[src/rtl/seq_detector_param.sv]
// Parametrised serial pattern detector: runtime pattern, overlap select,
// valid qualifier, saturating match counter. Optional mask: SEQ_DET_MASK_EN.
// Ports: clk, rst (sync, active-high), data_in, data_valid, overlap_en,
//   cfg_load, cfg_pattern[LEN], clear_count, [cfg_mask[LEN]],
//   data_out (registered pulse), match_count[CNT_W].
module seq_detector_param #(
  parameter int               LEN     = 5,
  parameter logic [LEN-1:0]   PATTERN = 5'b11010,
  parameter int               CNT_W   = 8
) (
  input  logic             clk,
  input  logic             rst,
  input  logic             data_in,
  input  logic             data_valid,
  input  logic             overlap_en,
  input  logic             cfg_load,
  input  logic [LEN-1:0]   cfg_pattern,
  input  logic             clear_count,
`ifdef SEQ_DET_MASK_EN
  input  logic [LEN-1:0]   cfg_mask,
`endif
  output logic             data_out,
  output logic [CNT_W-1:0] match_count
);

  localparam int FW = $clog2(LEN + 1);
  localparam logic [FW-1:0]    FILL_MAX = FW'(LEN);
  localparam logic [FW-1:0]    FILL_THR = FW'(LEN - 1);
  localparam logic [CNT_W-1:0] CNT_MAX  = {CNT_W{1'b1}};

  logic [LEN-1:0]   r_pat;
  logic [LEN-1:0]   r_hist;
  logic [FW-1:0]    r_fill;
  logic [CNT_W-1:0] r_cnt;
  logic             r_out;

  logic             w_accept;
  logic [LEN-1:0]   w_hist_next;
  logic [LEN-1:0]   w_mask;
  logic             w_full;
  logic             w_match;

`ifdef SEQ_DET_MASK_EN
  logic [LEN-1:0]   r_mask;
  assign w_mask = r_mask;
`else
  assign w_mask = {LEN{1'b1}};
`endif

  // A sample arriving with cfg_load is dropped outright.
  assign w_accept    = data_valid & ~cfg_load;
  assign w_hist_next = {r_hist[LEN-2:0], data_in};
  // fill+1 >= LEN, i.e. this sample completes a full window
  assign w_full      = (r_fill >= FILL_THR);
  assign w_match     = w_accept & w_full &
                       ((w_hist_next & w_mask) == (r_pat & w_mask));

  always_ff @(posedge clk) begin
    if (rst) begin
      r_pat  <= PATTERN;
      r_hist <= '0;
      r_fill <= '0;
      r_out  <= 1'b0;
    end else begin
      r_out <= w_match;
      if (cfg_load) begin
        r_pat  <= cfg_pattern;
        r_hist <= '0;
        r_fill <= '0;
      end else if (data_valid) begin
        if (w_match && !overlap_en) begin
          r_hist <= '0;
          r_fill <= '0;
        end else begin
          r_hist <= w_hist_next;
          if (r_fill != FILL_MAX)
            r_fill <= r_fill + FW'(1);
        end
      end
    end
  end

`ifdef SEQ_DET_MASK_EN
  always_ff @(posedge clk) begin
    if (rst)
      r_mask <= {LEN{1'b1}};
    else if (cfg_load)
      r_mask <= cfg_mask;
  end
`endif

  // Clear wins over the old value but not over a same-cycle match.
  always_ff @(posedge clk) begin
    if (rst)
      r_cnt <= '0;
    else if (clear_count)
      r_cnt <= w_match ? CNT_W'(1) : '0;
    else if (w_match && r_cnt != CNT_MAX)
      r_cnt <= r_cnt + CNT_W'(1);
  end

  assign data_out    = r_out;
  assign match_count = r_cnt;

endmodule
[config.mk]
export PLATFORM = sky130hd
export DESIGN_NAME = seq_detector_param
export DESIGN_NICKNAME = d
export VERILOG_FILES = /design/src/rtl/seq_detector_param.sv
export SDC_FILE = /design/constraint.sdc
export NUM_CORES = 1
export LEC_CHECK = 0
export ABC_AREA = 1
export BUFFER_PORTS_ARGS = -buffer_cell sky130_fd_sc_hd__buf_2
export CAP_MARGIN = 20
export CORE_AREA = 2 2 64 66
export DETAILED_ROUTE_END_ITERATION = 10
export DIE_AREA = 0 0 66 68
export HOLD_SLACK_MARGIN = 0.12
export PLACE_DENSITY = 0.59
export SLEW_MARGIN = 40
export SYNTH_ARGS = -nofsm -noshare
export SYNTH_HDL_FRONTEND = slang
export SYNTH_SLANG_ARGS = --single-unit
[constraint.sdc]
create_clock -name clk -period 1.9 [get_ports clk]
set_input_delay 0.095 -clock clk [delete_from_list [all_inputs] [get_ports clk]]
set_output_delay 0.095 -clock clk [all_outputs]
set_load 0.1 [all_outputs]
==> tab_implementation.tex, run 1 <==
\begin{tabular}{lr}
\hline
Metric & Value \\
\hline
\multicolumn{2}{l}{\textbf{CTS}} \\
Insertion delay of the later-clocked pin in the worst-skew pair & 0.26 ns \\
Total setup buffers inserted after CTS & 0 \\
Clock tree buffer depth & 2 \\
Number of levels the H-tree was split into & 1 \\
Total clock buffers created by CTS & 3 \\
CTS tree & built \\
Clock slew seen by the registers of the worst setup and hold paths & 0.08 ns \\
Sinks on Clock Net & 21 \\
Root buf cell & sky130\_fd\_sc\_hd\_\_clkbuf\_8 \\
\multicolumn{2}{l}{\textbf{Worst setup path}} \\
Maximum fanout encountered on the critical timing path & 8 \\
Type of the worst setup path & reg -> reg \\
Cell-by-cell trace of the critical path & ha\_1, nand2\_1, nor3\_2, nand3\_1, clkinv\_1, nor2\_4, nand2\_2, nand2\_1, nand2\_1, nor2\_1 \\
Most used cell, CP & sky130\_fd\_sc\_hd\_\_nand2\_1 \\
Critical-path cell with the highest stage delay & sky130\_fd\_sc\_hd\_\_dfxtp\_2 \\
Critical path required time & 2.10 ns \\
Crit path max-delay family & simple AND/OR/NAND/NOR gates \\
Number of buffer and inverter stages on the critical path & 1 \\
Crit start category & flip-flop \\
Delay contributed by the slowest stage of the critical path & 0.34 ns \\
Arrival time of data at the critical path endpoint & 1.67 ns \\
Kind of capture point of the worst setup path & flip-flop \\
\multicolumn{2}{l}{\textbf{STA}} \\
Highest attainable clock frequency & 682 MHz \\
Worst hold slack & 0.119 ns \\
Number of pins with negative max-slew slack in the final report & 0 \\
Final number of setup-violating endpoints & 0 \\
Ratio of final minimum period to clock period & 77.2\% \\
RSZ-0062 raised after global routing & no \\
Transition time at the pin with the least slew margin & 0.490 ns \\
Worst Skew & 0.00642 ns \\
Minimum clock period & 1.47 ns \\
Post-Route Setup TNS & 0 ns \\
Number of failing hold endpoints at the final stage & 0 \\
Worst slew margin & 67.5\% \\
\multicolumn{2}{l}{\textbf{Cells and area}} \\
Layout Area Growth over Synthesis & 25.3\% \\
Diodes inserted & 0 \\
Layout net count & 207 \\
Summed area of non-filler cells in the final layout & 0.00138 mm² \\
Layout cells sized above 1 & 21.5\% \\
\multicolumn{2}{l}{\textbf{Yosys}} \\
Post-Syn Area & 0.00110 mm² \\
Net count after synthesis & 177 \\
Top-count cell post-synth & sky130\_fd\_sc\_hd\_\_nand2\_1 \\
Unique masters post-synth & 23 \\
Flops \& latches, synth & 21 \\
Largest cells by area after synthesis & sky130\_fd\_sc\_hd\_\_dfxtp\_1, sky130\_fd\_sc\_hd\_\_nand2\_1, sky130\_fd\_sc\_hd\_\_inv\_1 \\
Number of instances in the synthesized netlist & 162 \\
List of most frequent post-synthesis cells & sky130\_fd\_sc\_hd\_\_nand2\_1, sky130\_fd\_sc\_hd\_\_inv\_1, sky130\_fd\_sc\_hd\_\_dfxtp\_1, sky130\_fd\_sc\_hd\_\_a21oi\_1 \\
Number of enable-type register cells in the synthesized netlist & 0 \\
Async SR Flop Fraction & 0\% \\
Most area-hungry cell type in the Yosys netlist & sky130\_fd\_sc\_hd\_\_dfxtp\_1 \\
Flip-flop cell with the highest count after synthesis & sky130\_fd\_sc\_hd\_\_dfxtp\_1 \\
Synthesized area per cell & 6.82 µm² \\
Synthesis Warnings & 0 \\
Post-synth top area share & 38.1\% \\
Register area share after synthesis & 38.1\% \\
\multicolumn{2}{l}{\textbf{Die}} \\
Top-level I/O count & 21 \\
Die W & 66 µm \\
Core footprint & 0.00386 mm² \\
Die Ht & 68 µm \\
Effective utilization at floorplan & 28.7\% \\
Die area & 0.00449 mm² \\
Placement Rows & 23 \\
\multicolumn{2}{l}{\textbf{Global routing}} \\
Wire length of the first global-routing pass & 3890 µm \\
Via count of the first global-routing pass & 915 \\
GRT Resource Usage Total & 11.2\% \\
Total global routing overflow & 0 \\
Pin count of the biggest net entering global routing & 16 \\
Number of antenna violations at the first check in global routing & 0 \\
\multicolumn{2}{l}{\textbf{Detailed routing}} \\
WL final & 2240 µm \\
\# DRC & 0 \\
Total via count in the routed design & 1015 \\
Count of nets left with antenna violations after detail routing & 0 \\
TritonRoute pass-1 iters & 4 \\
Starting DRC count in detailed routing & 67 \\
Average vias per placed instance & 4.21 \\
Wire length per cell & 9.28 µm \\
\multicolumn{2}{l}{\textbf{Power and ir drop}} \\
Leakage power & 0.641 nW \\
Total power after layout & 0.000852 W \\
Power per cell area & 616 mW/mm² \\
Peak supply drop & 0.394 mV \\
\multicolumn{2}{l}{\textbf{Min path}} \\
Worst min-delay path class & in -> reg \\
\multicolumn{2}{l}{\textbf{Run status}} \\
Result of the run & complete, no violations \\
\multicolumn{2}{l}{\textbf{Place}} \\
Half-perimeter wire length after detailed placement & 1720 µm \\
IO Port Bufs & 20 \\
Routability-driven placement congestion ratio & 0.810 \\
Cell area after placement & 0.00127 mm² \\
\multicolumn{2}{l}{\textbf{Job}} \\
Max-cap violations & 0 \\
\hline
\end{tabular}
placed cells by master (no fill, tap or decap), drive strengths merged:
cell type    synthesis  layout
nand2               46      46
inv                 26      26
dfxtp               21      21
buf                  0      20
nor2                17      17
a21oi               16      16
o21ai               13      13
nand3                9       9
dlygate4sd3          0       7
ha                   3       3
clkbuf               2       3
nor3                 3       3
clkinv               1       2
o31ai                1       1
nand4                1       1
xor2                 1       1
o21a                 1       1
nand3b               1       1
worst min-delay path, delay by kind of cell:
kind	cells	cell delay, ns
buffers and inverters	1	0.07
AO/OA/AOI/OAI	2	0.17
flip-flops by register name, indices dropped and copies added, names as in the netlist:
register     cells
data_out         1
match_count      8
r_pat            5
r_fill           3
r_hist           4
per-stage QoR:
step	util, %	cells	setup slack, ns
5_1_grt	35.9	241	0.210
2_1_floorplan	-	162	0.123
6_report	35.9	241	0.433
3_5_place_dp	32.9	230	0.456
3_3_place_gp	32.9	230	0.457
4_1_cts	35.9	241	0.431
what timing repair did:
action / CTS / global route
resized for setup: 0 / 0
hold buffers: 7 / 0
endpoints found under the hold margin: 6 / 0
setup endpoints to repair: 0 / 0
cells by family (layout without fill, tap and decap cells):
| kind of cell | Yosys count | count (layout) | synth area share (%) |
|---|---|---|---|
| simple gates | 77 | 77 | 33.4 |
| compound gates | 31 | 31 | 14.5 |
| buf+inv | 29 | 58 | 9.85 |
| flops | 21 | 21 | 38.1 |
| fa+ha+maj | 3 | 3 | 3.40 |
| xor+xnor | 1 | 1 | 0.793 |
worst paths after layout:
kind	from	end	slack, ns	cells past startpoint
worst min register to register	r_pat[0]$_SDFFE_PP0P_	r_pat[0]$_SDFFE_PP0P_	0.47	2
worst max-delay path	match_count[0]$_SDFFE_PP0P_	match_count[5]$_SDFFE_PP0P_	0.43	10
worst min-delay path	cfg_pattern[2]	r_pat[2]$_SDFFE_PP0P_	0.12	3
worst max register to register	match_count[0]$_SDFFE_PP0P_	match_count[5]$_SDFFE_PP0P_	0.43	10
power breakdown:
group | leakage (nW) | switching, W | internal [W]
Clock | 0.0255 | 0.000152 | 0.000146
Sequential | 0.174 | 0.00000906 | 0.000453
Combinational | 0.441 | 0.0000519 | 0.0000404
Total | 0.641 | 0.000213 | 0.000639
routing by layer:
layer	global-route usage, %	up-vias	wire [µm]
met5	0	-	0
met4	3.06	0	20
met3	3.78	4	117
met2	19.3	16	1020
met1	13.4	427	1080
li1	-	568	-
layout make-up:
class                   instances  area, µm²
well taps                      50       62.6
fillers                       442       2470
clock inverters                 1       5.00
flip-flops and latches         21        428
inverters                      27        101
multi-input cells             112        576
clock buffers                   3       41.3
repair buffers                 27        170
Power figures use the tool's default switching activity.
==> run 2, diff against run 1 <==
--- a/config.mk
+++ b/config.mk
@@ -5,14 +5,14 @@
 export SDC_FILE = /design/constraint.sdc
 export NUM_CORES = 1
 export LEC_CHECK = 0
-export ABC_AREA = 1
+export ABC_AREA = 0
 export BUFFER_PORTS_ARGS = -buffer_cell sky130_fd_sc_hd__buf_2
 export CAP_MARGIN = 20
 export CORE_AREA = 2 2 64 66
 export DETAILED_ROUTE_END_ITERATION = 10
 export DIE_AREA = 0 0 66 68
 export HOLD_SLACK_MARGIN = 0.12
-export PLACE_DENSITY = 0.59
+export PLACE_DENSITY = 0.6
 export SLEW_MARGIN = 40
 export SYNTH_ARGS = -nofsm -noshare
 export SYNTH_HDL_FRONTEND = slang
==> constraint.sdc (replaced) <==
create_clock -name clk -period 1.21 [get_ports clk]
set_input_delay 0.0605 -clock clk [delete_from_list [all_inputs] [get_ports clk]]
set_output_delay 0.0605 -clock clk [all_outputs]
set_load 0.1 [all_outputs]
==> tab_implementation.tex, run 2 <==
\begin{tabular}{lr}
\hline
Metric & Value \\
\hline
\multicolumn{2}{l}{\textbf{Global routing}} \\
Via count of the first global-routing pass & 1107 (+21\%) \\
GRT Resource Usage Total & 14.5\% (+3.3 points) \\
Met2 track demand over resource & 27.7\% (+8.3 points) \\
Wire length of the first global-routing pass & 4970 µm (+28\%) \\
Global routing usage on met3 & 2.47\% (-1.3 points) \\
Pin count of the biggest net entering global routing & 15 (-1) \\
Most congested layer reported by global routing & met2 \\
Total global routing overflow & 0 (unchanged) \\
Number of antenna violations at the first check in global routing & 0 (unchanged) \\
Global-route met1 utilization & 16.7\% (+3.3 points) \\
\multicolumn{2}{l}{\textbf{Cells and area}} \\
Layout Area Growth over Synthesis & 74.1\% \\
Area taken by multi-input logic gates & 777 µm² (+35\%) \\
Layout cells sized above 1 & 53.6\% (+32 points) \\
Leading cell type in the layout, fill and taps excluded & sky130\_fd\_sc\_hd\_\_buf\_4 \\
Diodes inserted & 0 (unchanged) \\
Commonest non-fill, non-tap cells in the layout & sky130\_fd\_sc\_hd\_\_buf\_4, sky130\_fd\_sc\_hd\_\_buf\_2, sky130\_fd\_sc\_hd\_\_a21oi\_1, sky130\_fd\_sc\_hd\_\_dfxtp\_2, sky130\_fd\_sc\_hd\_\_buf\_12 \\
FILL cells & 354 (-20\%) \\
Flip-flop count of the largest register after layout & 8 (unchanged) \\
Layout net count & 197 (-4.8\%) \\
Sequential standard cell area & 458 µm² (+7.0\%) \\
\multicolumn{2}{l}{\textbf{Yosys}} \\
Unique masters post-synth & 38 (+65\%) \\
Flops \& latches, synth & 21 (unchanged) \\
Net count after synthesis & 140 (-21\%) \\
Post-Syn Area & 0.00110 mm² (-0.34\%) \\
Top-count cell post-synth & sky130\_fd\_sc\_hd\_\_dfxtp\_1 \\
Number of instances in the synthesized netlist & 125 (-23\%) \\
Most area-hungry cell type in the Yosys netlist & sky130\_fd\_sc\_hd\_\_dfxtp\_1 \\
Flip-flop cell with the highest count after synthesis & sky130\_fd\_sc\_hd\_\_dfxtp\_1 \\
Largest cells by area after synthesis & sky130\_fd\_sc\_hd\_\_dfxtp\_1, sky130\_fd\_sc\_hd\_\_a21oi\_1, sky130\_fd\_sc\_hd\_\_xnor2\_1 \\
Synthesis Warnings & 0 (unchanged) \\
Register area share after synthesis & 38.2\% (+0.13 points) \\
List of most frequent post-synthesis cells & sky130\_fd\_sc\_hd\_\_dfxtp\_1, sky130\_fd\_sc\_hd\_\_a21oi\_1 \\
Synthesized area per cell & 8.81 µm² (+29\%) \\
Number of enable-type register cells in the synthesized netlist & 0 (unchanged) \\
Async SR Flop Fraction & 0\% (unchanged) \\
Post-synth top area share & 38.2\% (+0.13 points) \\
\multicolumn{2}{l}{\textbf{Power and ir drop}} \\
Int Pwr & 0.00102 W (+59\%) \\
Total power after layout & 0.00135 W (+59\%) \\
Leakage power & 0.774 nW (+21\%) \\
Net switching power & 0.000334 W (+57\%) \\
Fraction of power consumed by sequential logic & 52.2\% (-2.0 points) \\
Switching fraction of total power & 24.8\% (-0.20 points) \\
Peak supply drop & 0.487 mV (+24\%) \\
Clock share of power & 35.0\% (about the same) \\
Combinational share of power & 12.8\% (+2.0 points) \\
Power per cell area & 705 mW/mm² (+14\%) \\
\multicolumn{2}{l}{\textbf{Worst setup path}} \\
Maximum fanout encountered on the critical timing path & 7 (-1) \\
Kind of capture point of the worst setup path & flip-flop \\
Type of the worst setup path & reg -> reg \\
Cell-by-cell trace of the critical path & ha\_4, and3\_4, a211o\_4, or4\_1, a21oi\_1 \\
Delay contributed by the slowest stage of the critical path & 0.41 ns (+0.07 ns) \\
Crit start category & flip-flop \\
Arrival time of data at the critical path endpoint & 1.86 ns (+0.19 ns) \\
Crit path max-delay family & simple AND/OR/NAND/NOR gates \\
Critical path required time & 1.41 ns (-0.69 ns) \\
Number of buffer and inverter stages on the critical path & 0 (-1) \\
Critical-path cell with the highest stage delay & sky130\_fd\_sc\_hd\_\_or4\_1 \\
\multicolumn{2}{l}{\textbf{Die}} \\
Effective utilization at floorplan & 28.6\% (-0.097 points) \\
Die Ht & 68 µm (unchanged) \\
Die area & 0.00449 mm² (unchanged) \\
Top-level I/O count & 21 (unchanged) \\
Die W & 66 µm (unchanged) \\
Core footprint & 0.00386 mm² (unchanged) \\
Placement Rows & 23 (unchanged) \\
\multicolumn{2}{l}{\textbf{CTS}} \\
Number of levels the H-tree was split into & 1 (unchanged) \\
Clock tree buffer depth & 2 (unchanged) \\
Root buf cell & sky130\_fd\_sc\_hd\_\_clkbuf\_8 \\
CTS tree & built \\
Insertion delay of the later-clocked pin in the worst-skew pair & 0.27 ns (about the same) \\
Clock slew seen by the registers of the worst setup and hold paths & 0.09 ns (about the same) \\
Total clock buffers created by CTS & 3 (unchanged) \\
Sinks on Clock Net & 21 (unchanged) \\
\multicolumn{2}{l}{\textbf{Detailed routing}} \\
Total via count in the routed design & 1170 (+15\%) \\
Count of nets left with antenna violations after detail routing & 0 (unchanged) \\
Average vias per placed instance & 5.06 (+20\%) \\
WL final & 3310 µm (+48\%) \\
\# DRC & 0 (unchanged) \\
TritonRoute pass-1 iters & 4 (unchanged) \\
Wire length per cell & 14.3 µm (+54\%) \\
Starting DRC count in detailed routing & 53 (-21\%) \\
\multicolumn{2}{l}{\textbf{STA}} \\
Final setup slack of the worst path & -0.450 ns (-0.883 ns) \\
Final number of setup-violating endpoints & 16 (+16) \\
Worst Skew & 0.0107 ns (+0.00423 ns) \\
Ratio of final minimum period to clock period & 137\% (+60 points) \\
Number of pins with negative max-slew slack in the final report & 0 (unchanged) \\
Highest attainable clock frequency & 603 MHz (-12\%) \\
RSZ-0062 raised after global routing & yes \\
Worst hold slack & 0.149 ns (+0.0302 ns) \\
Transition time at the pin with the least slew margin & 0.483 ns (-0.00701 ns) \\
Number of failing hold endpoints at the final stage & 0 (unchanged) \\
Worst slew margin & 68.0\% (+0.46 points) \\
Minimum clock period & 1.66 ns (+0.193 ns) \\
\multicolumn{2}{l}{\textbf{Place}} \\
Routability-driven placement congestion ratio & 0.808 (-0.17\%) \\
Placement Setup Slack & -0.459 ns (-0.915 ns) \\
Half-perimeter wire length after detailed placement & 2230 µm (+30\%) \\
IO Port Bufs & 20 (unchanged) \\
\multicolumn{2}{l}{\textbf{Run status}} \\
Result of the run & finished with violations \\
Violated checks & setup timing \\
\multicolumn{2}{l}{\textbf{Min path}} \\
Worst min-delay path class & in -> reg \\
\multicolumn{2}{l}{\textbf{Job}} \\
Max-cap violations & 0 (unchanged) \\
\hline
\end{tabular}
==> run 2: cell types whose count changed after synthesis, sizes merged, moves of 5 or more <==
cell	change
nand2	-41
xnor2	+5
nand3	-6
inv	-21
a21oi	-5
o21ai	-9
nor2	-12
==> run 2: worst paths after layout <==
kind                                from                          end  slack, ns  depth (start not counted)
min                          clear_count  match_count[0]$_SDFFE_PP0P_       0.15                          4
max reg2reg  match_count[1]$_SDFFE_PP0P_  match_count[2]$_SDFFE_PP0P_      -0.45                          5
max          match_count[1]$_SDFFE_PP0P_  match_count[2]$_SDFFE_PP0P_      -0.45                          5
min reg2reg       r_hist[3]$_SDFFE_PP0P_       r_hist[3]$_SDFFE_PP0P_       0.52                          2
==> run 2: per-layer routing <==
| layer | vias up | wire length (µm) |
|---|---|---|
| met5 | - | 0 |
| met4 | 0 | 24 |
| met3 | 4 | 125 |
| met2 | 28 | 1840 |
| met1 | 563 | 1320 |
| li1 | 575 | - |
==> run 2: worst reg2reg max path: stages, from the launching register on <==
cell	delay, ns
sky130_fd_sc_hd__dfxtp_4	0.36
sky130_fd_sc_hd__ha_4	0.15
sky130_fd_sc_hd__and3_4	0.18
sky130_fd_sc_hd__a211o_4	0.35
sky130_fd_sc_hd__or4_1	0.41
sky130_fd_sc_hd__a21oi_1	0.14
==> run 2: cells by family after synthesis <==
| kind of cell | after synthesis | synth area share (%) |
|---|---|---|
| AOI/OAI and AO/OA | 32 | 19.1 |
| xor gates and xnor gates | 6 | 4.77 |
| adders and majority gates | 3 | 3.41 |
| buffers and inverters | 13 | 5.34 |
| DFF | 21 | 38.2 |
| muxes | 4 | 3.64 |
| and+or+nand+nor | 46 | 25.6 |
==> run 2: area by class of cell <==
class / instances / share of cell area [%]
sequential: 21 / 23.9
tap: 50 / 3.26
inverter: 5 / 0.979
clock buffer: 3 / 2.15
timing repair buffer: 60 / 28.9
multi-input combinational: 91 / 40.5
clock inverter: 1 / 0.261
==> run 2: repair_timing <==
item	CTS	global route
pin swaps	11	13
gates resized for setup	23	13
endpoints found under the hold margin	6	0
endpoints found under the setup margin	15	16
buffers inserted	2	5
cloned	0	0
hold buffers	6	0
==> run 2: power groups by stage <==
stage          logic [W]  clock network, W  registers (W)
6_report        0.000173          0.000473       0.000705
5_1_grt         0.000189          0.000515       0.000706
4_1_cts         0.000156          0.000475       0.000704
3_5_place_dp    0.000127                 0       0.000719
3_3_place_gp    0.000123                 0       0.000718
2_1_floorplan  0.0000734                 0       0.000717
==> run 2: stage by stage <==
| step | std cells | cell area (µm²) | utilization, % | setup TNS, ns |
|---|---|---|---|---|
| floorplan | 125 | 1160 | - | -4.12 |
| global placement | 214 | 1590 | 41.1 | -3.25 |
| detailed placement | 214 | 1590 | 41.1 | -3.70 |
| CTS | 226 | 1820 | 47.3 | -3.70 |
| global route | 231 | 1920 | 49.7 | -5.40 |
| finish | 231 | 1920 | 49.7 | -4.49 |
